===== src/rtl/fifo_arb_pkg.sv =====
// Shared types and helpers for the fifo write-port arbiter.
// The LOCK state is only reachable when FIFO_WR_ARB_LOCK_EN is defined.
package fifo_arb_pkg;

  typedef enum logic {
    ARB  = 1'b0,
    LOCK = 1'b1
  } arb_state_e;

  // Round-robin successor of idx within 0..n-1.
  function automatic int rr_wrap(int idx, int n);
    return (idx + 1 >= n) ? 0 : idx + 1;
  endfunction

endpackage


===== src/rtl/rr_pick.sv =====
// Combinational round-robin picker: the first set request at or after ptr wins,
// wrapping past N-1 back to 0. Reusable by any arbiter built on a priority pointer.
module rr_pick #(
  parameter int N  = 4,
  parameter int IW = (N > 1) ? $clog2(N) : 1
) (
  input  logic [N-1:0]  req_i,
  input  logic [IW-1:0] ptr_i,
  output logic [N-1:0]  gnt_o,
  output logic [IW-1:0] id_o,
  output logic          any_o
);

  logic [N-1:0]  rot;
  logic [IW-1:0] off;
  logic [IW:0]   sum;

  always_comb begin
    rot   = N'({req_i, req_i} >> ptr_i);
    off   = '0;
    any_o = 1'b0;
    // Scan downward so the lowest rotated offset is the one left standing.
    for (int i = N - 1; i >= 0; i--) begin
      if (rot[i]) begin
        off   = IW'(i);
        any_o = 1'b1;
      end
    end
    sum = {1'b0, ptr_i} + {1'b0, off};
    if (sum >= (IW + 1)'(N)) sum = sum - (IW + 1)'(N);
    id_o  = sum[IW-1:0];
    gnt_o = any_o ? (N'(1) << id_o) : '0;
  end

endmodule


===== src/rtl/fifo_wr_arbiter.sv =====
// Round-robin arbiter sharing one fifo write port among NUM_REQ requesters.
// Define FIFO_WR_ARB_LOCK_EN to hold the port for a requester until its req_last beat.
//
// state | meaning
// ARB   | every eligible requester competes from ptr onward
// LOCK  | only owner may be granted until it sends a req_last beat
module fifo_wr_arbiter
  import fifo_arb_pkg::*;
#(
  parameter int NUM_REQ    = 4,
  parameter int DATA_WIDTH = 8,
  parameter int ID_WIDTH   = $clog2(NUM_REQ)
) (
  input  logic                          clk,
  input  logic                          reset,
  input  logic [NUM_REQ-1:0]            req,
  input  logic [NUM_REQ*DATA_WIDTH-1:0] req_data,
`ifdef FIFO_WR_ARB_LOCK_EN
  input  logic [NUM_REQ-1:0]            req_last,
`endif
  input  logic                          full,
  output logic [NUM_REQ-1:0]            gnt,
  output logic                          wr,
  output logic [DATA_WIDTH-1:0]         w_data,
  output logic [ID_WIDTH-1:0]           gnt_id,
  output logic                          gnt_valid
);

  logic [ID_WIDTH-1:0] ptr_q, ptr_d;
  logic [ID_WIDTH-1:0] gnt_id_q, gnt_id_d;
  logic                gnt_valid_q, gnt_valid_d;
  logic [NUM_REQ-1:0]  eligible;
  logic [NUM_REQ-1:0]  pick_gnt;
  logic [ID_WIDTH-1:0] pick_id;
  logic                pick_any;
  logic                grant_en;
  logic [ID_WIDTH-1:0] ptr_next;

`ifdef FIFO_WR_ARB_LOCK_EN
  arb_state_e          state_q, state_d;
  logic [ID_WIDTH-1:0] owner_q, owner_d;

  assign eligible = (state_q == LOCK) ? (req & (NUM_REQ'(1) << owner_q)) : req;
`else
  assign eligible = req;
`endif

  rr_pick #(
    .N  (NUM_REQ),
    .IW (ID_WIDTH)
  ) u_pick (
    .req_i (eligible),
    .ptr_i (ptr_q),
    .gnt_o (pick_gnt),
    .id_o  (pick_id),
    .any_o (pick_any)
  );

  // Reset gates the grant combinationally so outputs drop without a clock edge.
  assign grant_en = reset & ~full & pick_any;
  assign gnt      = grant_en ? pick_gnt : '0;
  assign wr       = |gnt;
  assign ptr_next = ID_WIDTH'(rr_wrap(32'(pick_id), NUM_REQ));

  always_comb begin
    w_data = '0;
    for (int i = 0; i < NUM_REQ; i++) begin
      if (gnt[i]) w_data = w_data | req_data[i*DATA_WIDTH +: DATA_WIDTH];
    end
  end

  always_comb begin
    ptr_d       = ptr_q;
    gnt_id_d    = gnt_id_q;
    gnt_valid_d = grant_en;
`ifdef FIFO_WR_ARB_LOCK_EN
    state_d     = state_q;
    owner_d     = owner_q;
    if (grant_en) begin
      gnt_id_d = pick_id;
      case (state_q)
        ARB: begin
          ptr_d = ptr_next;
          if (~|(req_last & pick_gnt)) begin
            state_d = LOCK;
            owner_d = pick_id;
          end
        end
        LOCK: begin
          if (|(req_last & pick_gnt)) begin
            state_d = ARB;
            ptr_d   = ptr_next;
          end
        end
        default: state_d = ARB;
      endcase
    end
`else
    if (grant_en) begin
      gnt_id_d = pick_id;
      ptr_d    = ptr_next;
    end
`endif
  end

  always_ff @(posedge clk or negedge reset) begin
    if (!reset) begin
      ptr_q       <= '0;
      gnt_id_q    <= '0;
      gnt_valid_q <= 1'b0;
`ifdef FIFO_WR_ARB_LOCK_EN
      state_q     <= ARB;
      owner_q     <= '0;
`endif
    end else begin
      ptr_q       <= ptr_d;
      gnt_id_q    <= gnt_id_d;
      gnt_valid_q <= gnt_valid_d;
`ifdef FIFO_WR_ARB_LOCK_EN
      state_q     <= state_d;
      owner_q     <= owner_d;
`endif
    end
  end

  assign gnt_id    = gnt_id_q;
  assign gnt_valid = gnt_valid_q;

endmodule


===== config.mk =====
export PLATFORM = sky130hd
export DESIGN_NAME = fifo_wr_arbiter
export DESIGN_NICKNAME = d
export VERILOG_FILES = /design/src/rtl/fifo_arb_pkg.sv /design/src/rtl/rr_pick.sv /design/src/rtl/fifo_wr_arbiter.sv
export SDC_FILE = /design/constraint.sdc
export NUM_CORES = 1
export LEC_CHECK = 0
export BUFFER_PORTS_ARGS = -buffer_cell sky130_fd_sc_hd__buf_2
export CELL_PAD_IN_SITES_DETAIL_PLACEMENT = 0
export CELL_PAD_IN_SITES_GLOBAL_PLACEMENT = 1
export CORE_MARGIN = 3
export CORE_UTILIZATION = 27
export CTS_CLUSTER_DIAMETER = 200
export DETAILED_ROUTE_END_ITERATION = 10
export GPL_TIMING_DRIVEN = 1
export PLACE_DENSITY_LB_ADDON = 0.12
export SYNTH_ARGS = -nofsm -noshare
export SYNTH_HDL_FRONTEND = slang
export SYNTH_SLANG_ARGS = --single-unit

===== constraint.sdc =====
create_clock -name clk -period 8.1 [get_ports clk]
set_clock_uncertainty 0.05 [all_clocks]
set_input_delay 0.81 -clock clk [delete_from_list [all_inputs] [get_ports clk]]
set_output_delay 0.81 -clock clk [all_outputs]
set_load 0.03 [all_outputs]

==> parameters.txt <==
Parameter                              Value

Pwr
  Cell Pwr Density    444 nW/µm²
  Largest vdd supply drop    311 µV
  LEAKAGE    0.501 nW

Route
  Routed via count divided by cell count    5.01
  First-pass DRT Iterations    4
  Sum of routed wire length over all layers    2.27 mm
  Post-route DRC    0
  Via count of the routed design    837
  Count of routing violations after the opening detailed-route iteration    19
  Post-detailed-route wirelength per cell    13.6 µm
  Detail Route Antenna Nets    0

Yosys
  Mean cell area of the mapped netlist    7.69 µm²
  Synthesized flop and latch total    5
  Top_reg_cell synth    dfrtp_1
  Share of the synthesized area in the top cell type    18.1%
  Synth top area cells    dfrtp_1 (18%), a22oi_1 (17%), ha_1 (9.0%), a21oi_1 (6.5%), nand2_1 (4.3%)
  Area of the mapped netlist    692 µm²
  Fraction of registers with async set/reset    100%
  Biggest area consumer among synthesized cells    dfrtp_1
  Synth Net Count    134
  Number of warning messages in the yosys log    0
  Synth unique cells    30
  Seq/Total Area, Yosys    18.1%
  Instance count of the mapped netlist    90
  Number of enable-type register cells in the synthesized netlist    0

Worst setup path
  Worst-path fanout max    10
  Critical path arrival    3.31 ns
  Ordered list of cells on the worst path    buf_2, nor2_1, a221o_2, nand2_1, o221ai_1, ha_1, xor2_1, and3_1, or2_1, ha_1, a22oi_1, a21oi_1, buf_2
  Minimum setup slack among reg-to-reg paths    5.67 ns
  Total stage count of the critical path    13
  Slowest stage delay, CP    0.41 ns
  R2r endpoint    ptr_q[1]
  Startpoint class of the critical path    input pin
  CP required    7.24 ns
  Delay-heaviest family, CP    compound AO/OA/AOI/OAI gates
  WP buf/inv    2
  Reg2Reg Launch Point    ptr_q[0]
  Worst R2R Path Depth    11
  Worst path slowest cell    ha_1
  Worst setup EP type    primary output
  Type of the worst setup path    in2out
  Worst setup path endpoint    w_data[6]
  CP Launch Point    req[0]

Cells and area
  Final net count    184
  Antenna Diode Count    0
  Area used by multi-input combinational logic    505 µm²
  Layout cells sized above 1    45.3%
  Share of the core filled with cells    41.8%
  Area growth from synthesis to layout    40.1%
  Filler cell count in the final layout    257
  Register cell area after layout    125 µm²

Clock network
  Worst-Skew Late Latency    0.24 ns
  Cts repair resizes    0
  Buffers inserted during post-CTS setup optimization    0
  Number of buffers added to fix hold violations after cts    0
  Clock tree from TritonCTS    built
  Number of buffers added by the clock tree synthesis step    3
  Clock input transition at the sequential cells of the worst setup and hold paths    0.04 ns
  Cell at the root of the clock tree    clkbuf_4
  Clk buf depth    2
  Number of levels in the clock H-tree    1
  Clock sink total    5

Global route
  Remaining global-route overflow    0
  Met2 Usage GRT    23.1%
  Initial antenna violation count    0
  Global-route wire length before repair    3.64 mm
  Pin count of the biggest net entering global routing    16
  Global Route Usage Sum    13.9%
  M1 GR Usage    18.0%
  GR Util met3    3.22%
  Number of global-route vias before repair    785
  Global routing's busiest layer    met2

STA
  Post-Route Setup TNS    0 ns
  Minimum clock period    4.17 ns
  Max Clk Rate    240 MHz
  Setup repair after global routing missed its margin    no
  Count of pins over their slew limit    0
  Setup violators final    0
  Number of hold-slack violations in the final timing report    0
  Actual slew at the worst max-slew pin    0.570 ns
  Share of the cycle needed by the critical path after routing    51.5%
  Relative max-transition margin    62.0%

Floorplan
  Die boundary height    56.6 µm
  IO Pins    55
  Effective utilization at floorplan    29.8%
  Core area    2320 µm²
  Die area    3210 µm²
  Num rows    17
  Die Wd    56.6 µm

Worst hold path
  Classification of the worst-slack hold path    in2async

Place
  HPWL reported at the end of detailed placement    1.78 mm
  Port bufs    54
  Placer's final routability congestion estimate    0.709

Run status
  Outcome    finished, final reports clean

Job
  Max capacitance violation total    0
-- flip-flops by register name (all words and copies together), names as in the netlist --
name,flops
gnt_id,2
ptr_q,2
gnt_valid,1
-- worst min path at each step --
| stage | from | end | slack (ns) | depth (start not counted) |
|---|---|---|---|---|
| floorplan | reset | gnt_id[0] | 0.46 | 0 |
| global placement | gnt_id[0] | gnt_id[0] | 0.43 | 2 |
| detailed placement | gnt_id[0] | gnt_id[0] | 0.44 | 2 |
| CTS | reset | ptr_q[1] | 0.33 | 1 |
| global route | reset | ptr_q[1] | 0.33 | 1 |
| finish | reset | ptr_q[1] | 0.33 | 1 |
-- cells in the final DEF (no fill, tap or decap), types with 3 or more instances in the layout --
cell type and n:
a21oi_1 9, a22oi_1 16, and2_1 4, buf_2 54, clkbuf_4 3, dfrtp_1 5
ha_1 5, nand2_1 8, nand2b_1 3, nor2_1 6, nor3b_1 3, or2_1 3
-- routing by layer --
metal / vias to the layer above / part of all wire [%]
met1: 378 / 44
met2: 22 / 51
li1: 435 / -
met3: 2 / 4.7
met4: 0 / 0.44
met5: - / 0
-- per-stage QoR --
| step | hold slack, ns | cells | setup WS, ns | area, µm² | total power [mW] |
|---|---|---|---|---|---|
| 6_report | 0.328 | 167 | 3.93 | 970 | 0.431 |
| 5_1_grt | 0.329 | 167 | 3.67 | 970 | 0.467 |
| 4_1_cts | 0.327 | 167 | 3.94 | 970 | 0.432 |
| 3_5_place_dp | 0.435 | 163 | 3.94 | 943 | 0.403 |
| 3_3_place_gp | 0.434 | 163 | 3.99 | 943 | 0.402 |
| 2_1_floorplan | 0.464 | 90 | 4.08 | 692 | 0.320 |
-- synthesized netlist by cell type (2+ instances only) --
cell,number
a22oi_1,16
a21oi_1,9
nand2_1,8
nor2_1,6
dfrtp_1,5
ha_1,5
and2_1,4
buf_1,4
buf_4,3
nand2b_1,3
nor3b_1,3
or2_1,3
nor4_1,2
o21ai_0,2
o221ai_1,2
-- kinds of logic after synthesis --
family                   share of synthesized area [%]
AO/OA/AOI/OAI                                     35.1
XOR/XNOR                                          1.27
adder cells (fa/ha/maj)                           9.04
buffers and inverters                             8.86
flip-flops                                        18.1
multiplexers                                      2.17
AND/OR/NAND/NOR                                   25.5
-- worst reg2reg max path, cell delays in order (launching register included) --
cell and delay, ns:
dfrtp_1 0.52, nor2_1 0.09, a221o_2 0.39, nand2_1 0.06, o221ai_1 0.12, ha_1 0.21
xor2_1 0.16, and3_1 0.22, nor2_1 0.14, ha_1 0.25, nand2_1 0.06, nand2_1 0.05
-- final cells by class --
type                       instances  area share [%]
timing repair buffer              54            27.9
tap                               28            3.61
clock buffer                       4            2.71
inverter                           2           0.774
sequential                         5            12.9
multi-input combinational         74            52.1
-- where the power goes --
group / leakage, nW / switching [mW] / total, mW / internal, mW
sequential: 0.0600 / 0.0147 / 0.0498 / 0.0351
clock: 0.0150 / 0.00977 / 0.0284 / 0.0186
combinational: 0.426 / 0.220 / 0.352 / 0.132
Power figures use the tool's default switching activity.
